==> src/rtl/muldiv_seq.sv <==
`default_nettype none
// ============================================================================
// Module   : muldiv_seq
// Purpose  : Iterative 64-bit M-extension unit (shift-add multiply, restoring
//            divide, one bit per cycle) with 1-cycle divide special cases.
// Revision : 1.0  initial release
// ============================================================================
module muldiv_seq (
    input  logic        clk,
    input  logic        reset,
    input  logic        valid_in,
    input  logic [2:0]  op,
    input  logic        word,
    input  logic [63:0] a,
    input  logic [63:0] b,
    input  logic        flush,
    output logic        stall,
    output logic        done,
    output logic [63:0] result,
    output logic        busy
);

    typedef enum logic [1:0] {
        S_IDLE = 2'd0,
        S_RUN  = 2'd1,
        S_DONE = 2'd2
    } state_t;

    state_t      r_state;
    logic [6:0]  r_cnt;
    logic [63:0] r_x;        // accumulator (MUL) / partial remainder (DIV)
    logic [63:0] r_y;        // multiplier (MUL) / dividend-quotient (DIV)
    logic [63:0] r_z;        // multiplicand (MUL) / divisor (DIV)
    logic        r_is_div;
    logic        r_is_rem;
    logic        r_word;
    logic        r_neg_q;
    logic        r_neg_r;
    logic [63:0] r_result;

    logic        w_is_div, w_is_rem, w_signed, w_zext;
    logic [63:0] w_a_ext, w_b_ext, w_a_mag, w_b_mag;
    logic        w_a_neg, w_b_neg, w_div0, w_ovf;
    logic [63:0] w_fast_raw, w_fast;
    logic [64:0] w_shift, w_trial;
    logic [63:0] w_x_n, w_y_n, w_z_n, w_raw, w_final;

    // Operand decode and preparation in the accept cycle
    always_comb begin
        w_is_div = (op >= 3'd1) && (op <= 3'd4);
        w_is_rem = (op == 3'd3) || (op == 3'd4);
        w_signed = (op == 3'd1) || (op == 3'd3);
        w_zext   = (op == 3'd2) || (op == 3'd4);
        w_a_ext  = a;
        w_b_ext  = b;
        if (word) begin
            w_a_ext = w_zext ? {32'd0, a[31:0]} : {{32{a[31]}}, a[31:0]};
            w_b_ext = w_zext ? {32'd0, b[31:0]} : {{32{b[31]}}, b[31:0]};
        end
        w_a_neg = w_signed & w_a_ext[63];
        w_b_neg = w_signed & w_b_ext[63];
        w_a_mag = w_a_neg ? -w_a_ext : w_a_ext;
        w_b_mag = w_b_neg ? -w_b_ext : w_b_ext;
        w_div0  = w_is_div & (w_b_ext == 64'd0);
        w_ovf   = w_is_div & w_signed & (w_b_ext == {64{1'b1}}) &
                  (w_a_ext == (word ? 64'hFFFF_FFFF_8000_0000 : 64'h8000_0000_0000_0000));
        if (w_div0)
            w_fast_raw = w_is_rem ? w_a_ext : {64{1'b1}};
        else
            w_fast_raw = w_is_rem ? 64'd0 : w_a_ext;
        w_fast = word ? {{32{w_fast_raw[31]}}, w_fast_raw[31:0]} : w_fast_raw;
    end

    // One iteration of the selected algorithm plus final sign fix-up
    always_comb begin
        w_shift = {r_x, r_y[63]};
        w_trial = w_shift - {1'b0, r_z};
        w_z_n   = r_z;
        if (r_is_div) begin
            w_x_n = w_trial[64] ? w_shift[63:0] : w_trial[63:0];
            w_y_n = {r_y[62:0], ~w_trial[64]};
        end else begin
            w_x_n = r_x + (r_y[0] ? r_z : 64'd0);
            w_y_n = {1'b0, r_y[63:1]};
            w_z_n = {r_z[62:0], 1'b0};
        end
        if (!r_is_div)
            w_raw = w_x_n;
        else if (r_is_rem)
            w_raw = r_neg_r ? -w_x_n : w_x_n;
        else
            w_raw = r_neg_q ? -w_y_n : w_y_n;
        w_final = r_word ? {{32{w_raw[31]}}, w_raw[31:0]} : w_raw;
    end

    always_ff @(posedge clk or posedge reset) begin
        if (reset) begin
            r_state  <= S_IDLE;
            r_cnt    <= 7'd0;
            r_x      <= 64'd0;
            r_y      <= 64'd0;
            r_z      <= 64'd0;
            r_is_div <= 1'b0;
            r_is_rem <= 1'b0;
            r_word   <= 1'b0;
            r_neg_q  <= 1'b0;
            r_neg_r  <= 1'b0;
            r_result <= 64'd0;
        end else if (flush) begin
            r_state <= S_IDLE;
        end else begin
            case (r_state)
                S_IDLE: begin
                    if (valid_in) begin
                        r_is_div <= w_is_div;
                        r_is_rem <= w_is_rem;
                        r_word   <= word;
                        r_neg_q  <= (w_a_neg ^ w_b_neg) & (w_b_ext != 64'd0);
                        r_neg_r  <= w_a_neg;
                        r_cnt    <= word ? 7'd32 : 7'd64;
                        r_x      <= 64'd0;
                        if (w_div0 || w_ovf) begin
                            r_result <= w_fast;
                            r_state  <= S_DONE;
                        end else begin
                            // Word divides start with the dividend in the upper
                            // half so 32 shifts leave the quotient in [31:0].
                            if (w_is_div) begin
                                r_y <= word ? {w_a_mag[31:0], 32'd0} : w_a_mag;
                                r_z <= w_b_mag;
                            end else begin
                                r_y <= w_b_ext;
                                r_z <= w_a_ext;
                            end
                            r_state <= S_RUN;
                        end
                    end
                end
                S_RUN: begin
                    r_x   <= w_x_n;
                    r_y   <= w_y_n;
                    r_z   <= w_z_n;
                    r_cnt <= r_cnt - 7'd1;
                    if (r_cnt == 7'd1) begin
                        r_result <= w_final;
                        r_state  <= S_DONE;
                    end
                end
                default: r_state <= S_IDLE;
            endcase
        end
    end

    assign stall  = valid_in & ~flush & (r_state != S_DONE);
    assign done   = (r_state == S_DONE);
    assign busy   = (r_state != S_IDLE);
    assign result = r_result;

endmodule
`default_nettype wire

==> config.mk <==
export PLATFORM = sky130hd
export DESIGN_NAME = muldiv_seq
export DESIGN_NICKNAME = d
export VERILOG_FILES = /design/src/rtl/muldiv_seq.sv
export SDC_FILE = /design/constraint.sdc
export NUM_CORES = 2
export LEC_CHECK = 0
export BUFFER_PORTS_ARGS = -buffer_cell sky130_fd_sc_hd__clkbuf_2
export CELL_PAD_IN_SITES_DETAIL_PLACEMENT = 0
export CELL_PAD_IN_SITES_GLOBAL_PLACEMENT = 1
export CORE_MARGIN = 2
export CORE_UTILIZATION = 50
export CTS_CLUSTER_SIZE = 12
export DETAILED_ROUTE_END_ITERATION = 16
export PLACE_DENSITY_LB_ADDON = 0.1
export SLEW_MARGIN = 25
export SYNTH_ARGS = -nofsm -noshare
export SYNTH_HDL_FRONTEND = slang
export SYNTH_SLANG_ARGS = --single-unit
==> constraint.sdc <==
create_clock -name clk -period 11.9 [get_ports clk]
set_input_delay 0.595 -clock clk [delete_from_list [all_inputs] [get_ports clk]]
set_output_delay 0.595 -clock clk [all_outputs]
set_load 0.005 [all_outputs]
==> results_dict.tcl <==
set metrics [dict create \
    ant_nets 0 \
    gr-total-overflow 0 \
    wl_mm 160.6 \
    p_seq_frac 0.201 \
    setup_violations 0 \
    clock_sinks 270 \
    worstSetupEndpointType "flip-flop" \
    async_flop_share 1.000 \
    num_vias 38690 \
    synth_cells 4717 \
    drive_above_1_share 0.09646 \
    switching_share 0.5634 \
    synth_edf_count 0 \
    antenna_found_initial 10 \
    dr.pass1.iters 8 \
    grt_pass1_vias 34120 \
    cts_max_path_buffers 3 \
    ys_ff_latch 270 \
    ctsHoldBuffers 0 \
    synthDistinctLibCells 104 \
    cpMaxStageDelayCell "o31ai_2" \
    p_clk_frac 0.134 \
    avgSynthCellArea_um2 7.056 \
    required_ns 12.34 \
    ys_warn_count 0 \
    place.gp.congestion 1.037 \
    dr.first_iter.drc_count 6259 \
    p_switching_mw 4.726 \
    worstSetupPathType "reg2reg" \
    peakVddDrop_uv 118.4 \
    final_area_um2 35790 \
    max_stage_delay_ns 0.55 \
    rows 94 \
    crit_top_cell "nand2b_1" \
    drc 0 \
    htree_levels 2 \
    p_int_mw 3.662 \
    areaGrowthSynthToFinish_pct 7.538 \
    grt_usage 0.4540 \
    skew_ns 0.03028 \
    fmax_mhz 127.8 \
    path_clk_slew_ns 0.07 \
    routedWlPerCell_um 28.93 \
    start_util 0.5053 \
    synthesis.area_um2 33280 \
    hpwlAfterDp_mm 124.0 \
    power.leakage_nw 14.27 \
    share_comb_of_total_power 0.665 \
    drv_slew 0 \
    hold_class "in2async" \
    tightestPinTransition_ns 1.303 \
    fin_crit_sh 0.6576 \
    synthFlopType "dfrtp_1" \
    die_w_um 262 \
    cts_setup_buffers 0 \
    core_um2 65860 \
    post_cts_resized 0 \
    numCtsBuffers 35 \
    die_area_um2 68640 \
    power.density_nw_per_um2 234.4 \
    critPathArrivalTime_ns 8.27 \
    place_area_um2 34560 \
    viasPerCell 6.970 \
    reg2reg_depth 29 \
    clock_latency_ns 0.59 \
    ctsRootBufferMaster "clkbuf_16" \
    startpoint_type "flip-flop" \
    cts_tree "built" \
    hold_viol 0 \
    final.min_clock_period_ns 7.826 \
    cap_violations 0 \
    worst_slew_margin_rel 0.1262 \
    rsz0062_at_grt "false" \
    finalNetCount 4934 \
    synth_fp_nets 4989 \
    dieHeight_um 262 \
    synth-seq-area-share 0.2030 \
    path_max_fanout 22 \
    grt_pass1_wl_mm 231.8 \
    grt_start_max_net_pins 145 \
    status "finished, final reports clean" \
    portBuffers 202 \
    fin_tns_setup_ns 0 \
    ios 203 \
]
-- path summary, 6_finish.rpt --
path | start | to | slack [ns]
min reg2reg | result[7] | result[7] | 0.48
max reg2reg | r_y[63] | result[62] | 4.07
max | r_y[63] | result[62] | 4.07
max in group asynchronous | reset | result[54] | 9.94
min | reset | r_x[18] | 0.05
min in group clk | flush | r_state[0] | 0.25
-- cell usage after synthesis (18+ instances only) --
cell	number	area share
nand4_1	88	0.017
buf_2	43	0.0065
buf_1	26	0.0029
o211ai_1	66	0.015
o21ai_0	464	0.070
nor2b_1	31	0.0058
o21bai_1	26	0.0059
or2_2	23	0.0043
dfrtp_1	270	0.20
o21a_1	26	0.0059
a22o_1	35	0.0092
o221ai_1	22	0.0058
nor3_1	137	0.021
and3_1	24	0.0045
xor2_1	131	0.034
or3_1	42	0.0079
nor4_1	53	0.010
ha_1	134	0.050
o31ai_1	80	0.018
a21oi_1	499	0.075
o22ai_1	34	0.0064
nor2_1	428	0.048
and2_1	85	0.016
a2111oi_0	18	0.0047
xnor2_1	164	0.043
a211oi_1	151	0.034
or4_1	19	0.0043
clkbuf_1	283	0.032
a21o_1	59	0.013
mux2_2	18	0.0061
a31oi_1	41	0.0077
nand2b_1	34	0.0064
a221oi_1	26	0.0068
a311oi_1	24	0.0063
inv_1	137	0.015
mux2i_1	87	0.026
o41ai_1	19	0.0050
nand3_1	74	0.011
nand2_1	527	0.059
-- placed cells by master (no fill, tap or decap), types with 88 or more instances in the layout --
master    count
a211oi_1    138
a21oi_1     497
clkbuf_2    201
dfrtp_1     267
ha_1        134
inv_1       135
nand2_1     527
nand4_1      88
nor2_1      423
nor3_1      137
o21ai_0     464
xnor2_1     163
xor2_1      130
-- cell type report --
class / count / area [µm²]
multi-input cells: 3947 / 24720
inverters: 142 / 540.5
well taps: 864 / 1081
clock buffers: 48 / 1015
repair buffers: 266 / 1510
flip-flops and latches: 270 / 6763
clock inverters: 13 / 155.1
fillers: 6681 / 30070
diodes: 1 / 2.502
-- metrics by stage --
step | power (mW) | setup slack, ns | hold slack, ns | std cells | utilization
floorplan | 5.076 | 3.866 | 0.4652 | 4717 | -
global placement | 6.961 | 4.450 | 0.4625 | 5489 | 0.5246
detailed placement | 6.956 | 4.317 | 0.4730 | 5489 | 0.5248
CTS | 8.108 | 4.283 | 0.06457 | 5550 | 0.5425
global route | 8.757 | 3.723 | 0.08856 | 5551 | 0.5434
finish | 8.388 | 4.074 | 0.04715 | 5551 | 0.5434
-- worst max-delay path, delay by kind of cell (launching register included) --
family | cells | cell delay (ns)
fa+ha+maj | 3 | 0.81
compound gates | 10 | 2.41
xor+xnor | 1 | 0.10
mux | 1 | 0.23
simple gates | 11 | 3.18
flops | 1 | 0.36
buf+inv | 3 | 0.53
-- registers in the layout (all words and copies together), names as in the netlist --
name	flops
r_cnt	7
r_is_div	1
r_is_rem	1
r_neg_q	1
r_neg_r	1
r_state	2
r_word	1
r_x	64
r_y	64
r_z	64
result	64
-- power by group through the flow --
stage	clock, mW	sequential (mW)	combinational (mW)
global placement	0	1.67	5.29
detailed placement	0	1.67	5.29
floorplan	0	1.49	3.58
CTS	1.13	1.66	5.32
finish	1.13	1.68	5.58
global route	1.16	1.71	5.89
-- logic make-up (layout without fill, tap and decap cells) --
family / after synthesis / after routing / synth area share
muxes: 105 / 105 / 0.03226
adders and majority gates: 146 / 146 / 0.05459
and+or+nand+nor: 1638 / 1638 / 0.2353
xor gates and xnor gates: 295 / 295 / 0.07763
other: 0 / 1 / 0
buffers and inverters: 500 / 469 / 0.05925
AOI/OAI and AO/OA: 1763 / 1763 / 0.3379
DFF: 270 / 270 / 0.2030
-- layer usage --
metal | global-route usage | up-vias | routed length (µm)
li1 | - | 17310 | -
met1 | 0.6362 | 18410 | 65150
met2 | 0.6313 | 2554 | 64470
met3 | 0.1305 | 399 | 21570
met4 | 0.2274 | 10 | 9351
met5 | 0 | - | 67
(Power assumes the default switching activity.)
